[src/rtl/remote_transmitter_pkg.sv]
// Shared definitions for the remote-control link (transmitter and receiver).
package remote_pkg;

    typedef enum logic [2:0] {
        IDLE,
        LEAD,
        CUSTOM,
        KEY,
        INVKEY,
        END,
        GAP
    } tx_state_t;

    localparam int   CUSTOM_W   = 16;
    localparam int   KEY_W      = 8;
    localparam int   FRAME_BITS = 34;
    localparam logic IDLE_LEVEL = 1'b1;

endpackage

[src/rtl/remote_transmitter_if.sv]
// Request/line bundle between a frame source and the remote transmitter.
interface remote_tx_if;
    import remote_pkg::*;

    logic                start;
    logic [CUSTOM_W-1:0] custom;
    logic [KEY_W-1:0]    key;
    logic                serial;
    logic                busy;
    logic                done;

    modport master (
        output start, custom, key,
        input  serial, busy, done
    );

    modport slave (
        input  start, custom, key,
        output serial, busy, done
    );

endinterface

[src/rtl/remote_transmitter_bit_timer.sv]
// Bit-period prescaler: bit_tick marks the last clock of each bit.
module remote_bit_timer #(
    parameter int BIT_CYCLES = 1
) (
    input  logic clk,
    input  logic rst_n,
    input  logic clear,
    input  logic enable,
    output logic bit_tick
);

    localparam int            CW   = $clog2(BIT_CYCLES) + 1;
    localparam logic [CW-1:0] LAST = CW'(BIT_CYCLES - 1);

    logic [CW-1:0] cnt;

    assign bit_tick = enable && (cnt == LAST);

    always_ff @(posedge clk or negedge rst_n) begin
        if (!rst_n) begin
            cnt <= '0;
        end else if (clear) begin
            cnt <= '0;
        end else if (enable) begin
            cnt <= bit_tick ? '0 : cnt + CW'(1);
        end
    end

endmodule

[src/rtl/remote_transmitter.sv]
// Remote-control frame serialiser: 0, custom, key, ~key, 1 (MSB first).
// Define REMOTE_TX_GAP_EN to enforce GAP_CYCLES idle-high cycles after each frame.
module remote_transmitter
    import remote_pkg::*;
#(
    parameter int BIT_CYCLES = 1,
    parameter int GAP_CYCLES = 4
) (
    input  logic        clk,
    input  logic        rst_n,
    remote_tx_if.slave  tx
);

    tx_state_t           state, state_n;
    logic [3:0]          bit_cnt, bit_n;
    logic                serial_q, serial_n;
    logic                busy_q, busy_n;
    logic                done_q, done_n;
    logic [CUSTOM_W-1:0] custom_q;
    logic [KEY_W-1:0]    key_q;
    logic                latch;
    logic                tick;
    logic                run;
    logic [3:0]          c_idx;
    logic [2:0]          k_idx;

`ifdef REMOTE_TX_GAP_EN
    localparam int GW = $clog2(GAP_CYCLES + 1) + 1;
    logic [GW-1:0] gap_cnt, gap_n;
`endif

    assign run   = (state != IDLE) && (state != GAP);
    assign c_idx = 4'd14 - bit_cnt;
    assign k_idx = 3'd6 - bit_cnt[2:0];

    remote_bit_timer #(
        .BIT_CYCLES(BIT_CYCLES)
    ) u_timer (
        .clk      (clk),
        .rst_n    (rst_n),
        .clear    (state == IDLE),
        .enable   (run),
        .bit_tick (tick)
    );

    always_comb begin
        state_n  = state;
        bit_n    = bit_cnt;
        serial_n = serial_q;
        busy_n   = busy_q;
        done_n   = 1'b0;
        latch    = 1'b0;
`ifdef REMOTE_TX_GAP_EN
        gap_n    = gap_cnt;
`endif
        case (state)
            IDLE: begin
                serial_n = IDLE_LEVEL;
                busy_n   = 1'b0;
                if (tx.start) begin
                    latch    = 1'b1;
                    state_n  = LEAD;
                    bit_n    = '0;
                    serial_n = 1'b0;
                    busy_n   = 1'b1;
                end
            end
            LEAD: if (tick) begin
                state_n  = CUSTOM;
                bit_n    = '0;
                serial_n = custom_q[CUSTOM_W-1];
            end
            CUSTOM: if (tick) begin
                if (bit_cnt == 4'd15) begin
                    state_n  = KEY;
                    bit_n    = '0;
                    serial_n = key_q[KEY_W-1];
                end else begin
                    bit_n    = bit_cnt + 4'd1;
                    serial_n = custom_q[c_idx];
                end
            end
            KEY: if (tick) begin
                if (bit_cnt == 4'd7) begin
                    state_n  = INVKEY;
                    bit_n    = '0;
                    serial_n = ~key_q[KEY_W-1];
                end else begin
                    bit_n    = bit_cnt + 4'd1;
                    serial_n = key_q[k_idx];
                end
            end
            INVKEY: if (tick) begin
                if (bit_cnt == 4'd7) begin
                    state_n  = END;
                    bit_n    = '0;
                    serial_n = IDLE_LEVEL;
                end else begin
                    bit_n    = bit_cnt + 4'd1;
                    serial_n = ~key_q[k_idx];
                end
            end
            END: if (tick) begin
                done_n   = 1'b1;
                serial_n = IDLE_LEVEL;
`ifdef REMOTE_TX_GAP_EN
                state_n  = GAP;
                gap_n    = '0;
`else
                state_n  = IDLE;
                busy_n   = 1'b0;
`endif
            end
`ifdef REMOTE_TX_GAP_EN
            GAP: begin
                serial_n = IDLE_LEVEL;
                if (gap_cnt == GW'(GAP_CYCLES - 1)) begin
                    state_n = IDLE;
                    busy_n  = 1'b0;
                end else begin
                    gap_n = gap_cnt + GW'(1);
                end
            end
`endif
            default: begin
                state_n  = IDLE;
                serial_n = IDLE_LEVEL;
                busy_n   = 1'b0;
            end
        endcase
    end

    always_ff @(posedge clk or negedge rst_n) begin
        if (!rst_n) begin
            state    <= IDLE;
            bit_cnt  <= '0;
            serial_q <= IDLE_LEVEL;
            busy_q   <= 1'b0;
            done_q   <= 1'b0;
            custom_q <= '0;
            key_q    <= '0;
        end else begin
            state    <= state_n;
            bit_cnt  <= bit_n;
            serial_q <= serial_n;
            busy_q   <= busy_n;
            done_q   <= done_n;
            if (latch) begin
                custom_q <= tx.custom;
                key_q    <= tx.key;
            end
        end
    end

`ifdef REMOTE_TX_GAP_EN
    always_ff @(posedge clk or negedge rst_n) begin
        if (!rst_n) begin
            gap_cnt <= '0;
        end else begin
            gap_cnt <= gap_n;
        end
    end
`endif

    assign tx.serial = serial_q;
    assign tx.busy   = busy_q;
    assign tx.done   = done_q;

endmodule
[src/flat_wrapper.sv]
// flat-port wrapper written by rule: the top's interface ports become plain ports
module remote_transmitter_flat import remote_pkg::*;
#(
    parameter int BIT_CYCLES = 1,
    parameter int GAP_CYCLES = 4
)
  (clk, rst_n, tx_start, tx_custom, tx_key, tx_serial, tx_busy, tx_done);
  remote_tx_if tx_i ();
  input  logic clk;
  input  logic rst_n;
  input wire logic [$bits(tx_i.start)-1:0] tx_start;
  input wire logic [$bits(tx_i.custom)-1:0] tx_custom;
  input wire logic [$bits(tx_i.key)-1:0] tx_key;
  output wire logic [$bits(tx_i.serial)-1:0] tx_serial;
  output wire logic [$bits(tx_i.busy)-1:0] tx_busy;
  output wire logic [$bits(tx_i.done)-1:0] tx_done;
  assign tx_i.start = tx_start;
  assign tx_i.custom = tx_custom;
  assign tx_i.key = tx_key;
  assign tx_serial = tx_i.serial;
  assign tx_busy = tx_i.busy;
  assign tx_done = tx_i.done;
  remote_transmitter #(.BIT_CYCLES(BIT_CYCLES), .GAP_CYCLES(GAP_CYCLES)) u_core (.clk(clk), .rst_n(rst_n), .tx(tx_i));
endmodule
[config.mk]
export PLATFORM = sky130hd
export DESIGN_NAME = remote_transmitter_flat
export DESIGN_NICKNAME = d
export VERILOG_FILES = /design/src/rtl/remote_transmitter_pkg.sv /design/src/rtl/remote_transmitter_if.sv /design/src/rtl/remote_transmitter_bit_timer.sv /design/src/rtl/remote_transmitter.sv /design/src/flat_wrapper.sv
export SDC_FILE = /design/constraint.sdc
export NUM_CORES = 1
export LEC_CHECK = 0
export BUFFER_PORTS_ARGS = -buffer_cell sky130_fd_sc_hd__clkbuf_2
export CAP_MARGIN = 10
export CORE_UTILIZATION = 36
export CTS_CLUSTER_DIAMETER = 30
export DETAILED_ROUTE_END_ITERATION = 8
export HOLD_SLACK_MARGIN = 0.15
export PLACE_DENSITY = 0.58
export SLEW_MARGIN = 10
export SYNTH_ARGS = -nofsm -noshare
export SYNTH_HDL_FRONTEND = slang
export SYNTH_SLANG_ARGS = --single-unit
[constraint.sdc]
create_clock -name clk -period 6 [get_ports clk]
set_input_delay 0.9 -clock clk [delete_from_list [all_inputs] [get_ports clk]]
set_output_delay 0.9 -clock clk [all_outputs]
set_load 0.01 [all_outputs]
# == Word level (Yosys, flattened, before mapping) ==
# Cells that the tools add are included.
# classes
n_addsub,4
order_cmp,2
n_eq_ne,18
n_mux,40
n_bitwise,4
reduce_logical,12
# ops
op,count
3-bit two-way mux,9
4-bit two-way mux,6
1-bit two-way mux,19
3-bit one-hot mux with 6 select lines,1
4-bit one-hot mux with 4 select lines,1
"2-bit != test, second input constant",6
5-bit AND reduction,2
9-bit AND reduction,1
"2-bit by 1-bit != test with 1-bit output, second input constant",4
"3-bit by 2-bit equality test with 1-bit output, second input constant",2
"3-bit equality test, second input constant",2
1-bit one-hot mux with 6 select lines,1
"4-bit by 5-bit less-than comparator with 1-bit output, second input constant",1
"4-bit by 1-bit adder with 4-bit output, second input constant",1
1-bit binary-select mux with 4-bit select,1
"4-bit by 3-bit equality test with 1-bit output, second input constant",1
"4-bit equality test, second input constant",1
"3-bit by 4-bit less-than comparator with 1-bit output, second input constant",1
1-bit inverter,4
4-bit nonzero test,1
4-bit OR reduction,1
"4-bit subtractor, first input constant",1
1-bit binary-select mux with 3-bit select,1
"3-bit by 1-bit equality test with 1-bit output, second input constant",1
10 further kinds,11
# totals
ff_bits,35
out_inout_bits,3
wordCells,88

# == Logic depth before layout (Yosys ltp) ==
# depth
depth_word,7
mapped_depth,8
depth_no_buf,6

# == Modules after synthesis ==
# Synthesis repeated with hierarchy kept, for this count alone.
# unflattened
hier_cells,173
hier_area_um2,1920.6
# by_module_without_submodules
mod,n_inst,cells_per_inst,area_per_inst_um2
remote_transmitter,1,170,1874.3
remote_bit_timer,1,3,46.3

# == Worst setup path after synthesis ==
# No wires, ideal clock.
# synth_path
kind,input to register
start,input tx_start
end,register u_core.custom_q[10]
arrival_time_ps,1957
t_required_ps,5875
setup_slack_ps,3918
cell_stages,5
path_cell_list,nor2b_1 and2_1 clkbuf_1 buf_2 mux2_2
# synth_between
elab_chain_len,2
# synth_rtl
item,line_no,rtl
from (decl),flat_wrapper.sv:11,input wire logic [$bits(tx_i.start)-1:0] tx_start;
1-bit two-way mux,remote_transmitter.sv:60,if (tx.start) begin
1-bit two-way mux,remote_transmitter.sv:56,case (state)
to (signal assigned),remote_transmitter.sv:149,custom_q <= tx.custom;
to (decl),remote_transmitter.sv:19,logic [CUSTOM_W-1:0] custom_q;
# Every way passes these cells.
# A chain may end at the register's enable or synchronous reset.

# == Worst setup path in the final report ==
# layout_path
start,register u_core.bit_cnt[0]
end,"register u_core.serial_q, in the netlist u_core.tx.serial"
# layout_between
elab_chain_len,7
# layout_rtl
item,line_no,rtl
from (decl),remote_transmitter.sv:15,"logic [3:0] bit_cnt, bit_n;"
from (signal assigned),remote_transmitter.sv:144,bit_cnt <= bit_n;
branches (longest 6 deep; another with 4-bit subtractor),-,
1-bit one-hot mux with 6 select lines (*),remote_transmitter.sv:56,
to (signal assigned),remote_transmitter.sv:145,serial_q <= serial_n;
to (decl),remote_transmitter.sv:16,"logic serial_q, serial_n;"
# Every way passes the cells marked *. The select of a mux whose other input is x is not followed.

==> summary.txt <==
Outcome
  • Status: complete, no violations

Logic synthesis
  • Syn Nets: about 190
  • Asr flop ratio synth: 1.000
  • Syn Area/Cell: 11.16 µm²
  • FF+latch count, synth: 35
  • Sequential share of the synthesized area: 0.4736
  • Ys flop type: dfrtp_1
  • Mapped Cells: 166
  • Netlist cell types: 37
  • Post-synth EDFFs: 0
  • Synth warn: 0
  • Post-synthesis cell area: 1852 µm²

Cells and area
  • Fin nets: 217
  • Antenna cells: 0
  • Area delta synth->final: 13.18%
  • Area of the multi-input gates: about 890 µm²
  • Final instance area: 2096 µm²
  • Layout cells sized above 1: 0.3439
  • Reg area: 877.1 µm²
  • Fin util: 0.4323
  • # fillers: 463

CTS
  • CTS tree: done
  • Reg clk slew, reported paths: 0.07 ns
  • Postcts setup bufs: 0
  • Num CTS Buffers: 5
  • Max Root-Sink Buffers: 2
  • Root buf cell: clkbuf_8
  • Hold buffers post-CTS: 0
  • CTS Sinks: 35
  • Post-CTS Resized: 0
  • H-tree depth: 2
  • Worst-skew pair later-pin latency: 0.28 ns

GRT
  • Largest net degree at the start of global routing: 36
  • Grt ovf: 0
  • Global-route wire length before repair: 6458 µm
  • Vias in the first global route: 1403
  • Initial antenna violation count: 0
  • Tot GR Track Use: 0.1576

Worst setup path
  • Req. time, crit path: between 6 and 7 ns
  • CP arrival: 2.82 ns
  • Crit path kind: reg2reg
  • Crit end category: flip-flop
  • Largest fanout on the critical path: 15
  • Type of origin of the critical path: flip-flop

Route
  • Initial DRC count: about 110
  • DRC Markers: 0
  • Vias/cell: 5.168
  • Via count: roughly 1.3k
  • Post-route ant nets: 0
  • Drt first pass iters: 4
  • Routed wire per std cell: 14.26 µm
  • Detailed Route WL: approximately 3700 µm

Worst hold path
  • Worst min path class: reg2reg

Timing
  • Post-Route Skew: 0.002422 ns
  • Hold_ws: 0.4889 ns
  • Peak Freq: 381.0 MHz
  • Final min period: 2.625 ns
  • Slew @ Worst Pin: 1.049 ns
  • Final period util: 0.4375
  • Final setup vio count: 0
  • Hold Fails Final Rpt: 0
  • Final setup TNS: 0 ns
  • RSZ-0062 raised after global routing: false
  • Slew headroom: 0.3006
  • Final slew viol count: 0

Die
  • Die W: roughly 74 µm
  • Ports: 30
  • Num rows: 25
  • Initial Util: 0.3819
  • Die H: roughly 74 µm
  • Total Die Area: 5435 µm²
  • Total core area: 4848 µm²

Placed design
  • RD Place Congestion: 0.8696
  • HPWL after DPL: 2702 µm
  • Placed Area: 2008 µm²
  • PortBufs: 29

Job
  • Max-Cap Viols: 0

Power and ir drop
  • Total power: 1145 µW
  • Pwr per Cell Area: 546.3 nW/µm²
  • Lkg Pwr: around 0.00094 µW
  • Peak VDD IR: 0.2088 mV
synth_stat cells, drive strengths merged (3+ instances only):
master	count	area [µm²]
nand2	9	33.78
o22ai	3	18.77
nand3	4	20.02
and3	3	18.77
mux2i	11	110.1
a21oi	6	30.03
a2111oi	3	26.28
buf	10	61.30
a31oi	4	25.02
inv	3	11.26
nor3	3	15.01
nor2b	8	50.05
o21ai	6	30.03
clkbuf	3	11.26
dfrtp	34	850.8
nor2	10	37.54
mux2	24	270.3
power breakdown:
group	switching, µW	internal (µW)	total, µW
registers	113	350	463
logic	243	270	513
clock network	79.0	89.9	169
critical path, cell delays in order (launching register included):
cell and delay [ns]:
dfrtp_1 0.49, ha_1 0.77, mux2i_1 0.17, mux4_2 0.51, and3_1 0.19, nor4b_1 0.29, a31oi_1 0.12
routing by layer:
layer	vias to the layer above	track usage	part of all wire
met5	-	0	0
met4	0	0.06838	0.021
met3	8	0.04664	0.050
met2	33	0.2620	0.49
met1	636	0.1889	0.44
li1	646	-	-
cell families (layout without fill, tap and decap cells):
kind of cell / count (synthesis) / count (layout) / synth area share
simple gates: 46 / 46 / 0.1297
mux: 36 / 36 / 0.2176
flops: 35 / 35 / 0.4737
compound gates: 29 / 29 / 0.1027
buf+inv: 16 / 39 / 0.04526
xor+xnor: 3 / 3 / 0.02433
fa+ha+maj: 1 / 1 / 0.006756
per-stage QoR:
| stage | instances | setup WS, ns |
|---|---|---|
| floorplan | 166 | 3.918 |
| global placement | 249 | 3.505 |
| detailed placement | 249 | 3.367 |
| CTS | 256 | 3.342 |
| global route | 256 | 3.164 |
| finish | 256 | 3.375 |
state kept, by name, indices dropped and copies added (netlist names):
| name | count |
|---|---|
| u_core.tx.serial | 1 |
| u_core.state | 3 |
| u_core.custom_q | 16 |
| u_core.tx.busy | 1 |
| u_core.tx.done | 1 |
| u_core.key_q | 8 |
| u_core.u_timer.cnt | 1 |
| u_core.bit_cnt | 4 |
cells in the final DEF, fill, tap and decap left out, drive strengths merged, types with 2 or more instances in the layout:
master / n
o22ai: 3
nor4b: 2
xnor2: 2
and3: 3
a2111oi: 3
a21oi: 6
nand2: 9
clkbuf: 35
nor3: 3
nand4: 2
a31oi: 4
nand2b: 2
dfrtp: 34
nor2: 10
inv: 3
o21ai: 6
nor2b: 8
mux2i: 11
nand3: 4
mux2: 24
final timing paths:
kind	slack (ns)	start	endpoint	cells past startpoint
worst max-delay path	3.38	u_core.bit_cnt[0]	u_core.tx.serial	6
worst min-delay path	0.49	u_core.tx.busy	u_core.tx.busy	1
worst max register to register	3.38	u_core.bit_cnt[0]	u_core.tx.serial	6
worst min register to register	0.49	u_core.tx.busy	u_core.tx.busy	1
max in group asynchronous	4.73	rst_n	u_core.key_q[5]	1
min in group asynchronous	0.72	rst_n	u_core.custom_q[5]	1
cell type report:
type / instances / share of cell area
multi-input cells: 115 / 0.4251
well taps: 67 / 0.04000
inverters: 3 / 0.005373
flip-flops and latches: 35 / 0.4185
clock inverters: 1 / 0.002388
repair buffers: 29 / 0.06925
clock buffers: 6 / 0.03940
Power figures use the tool's default switching activity.
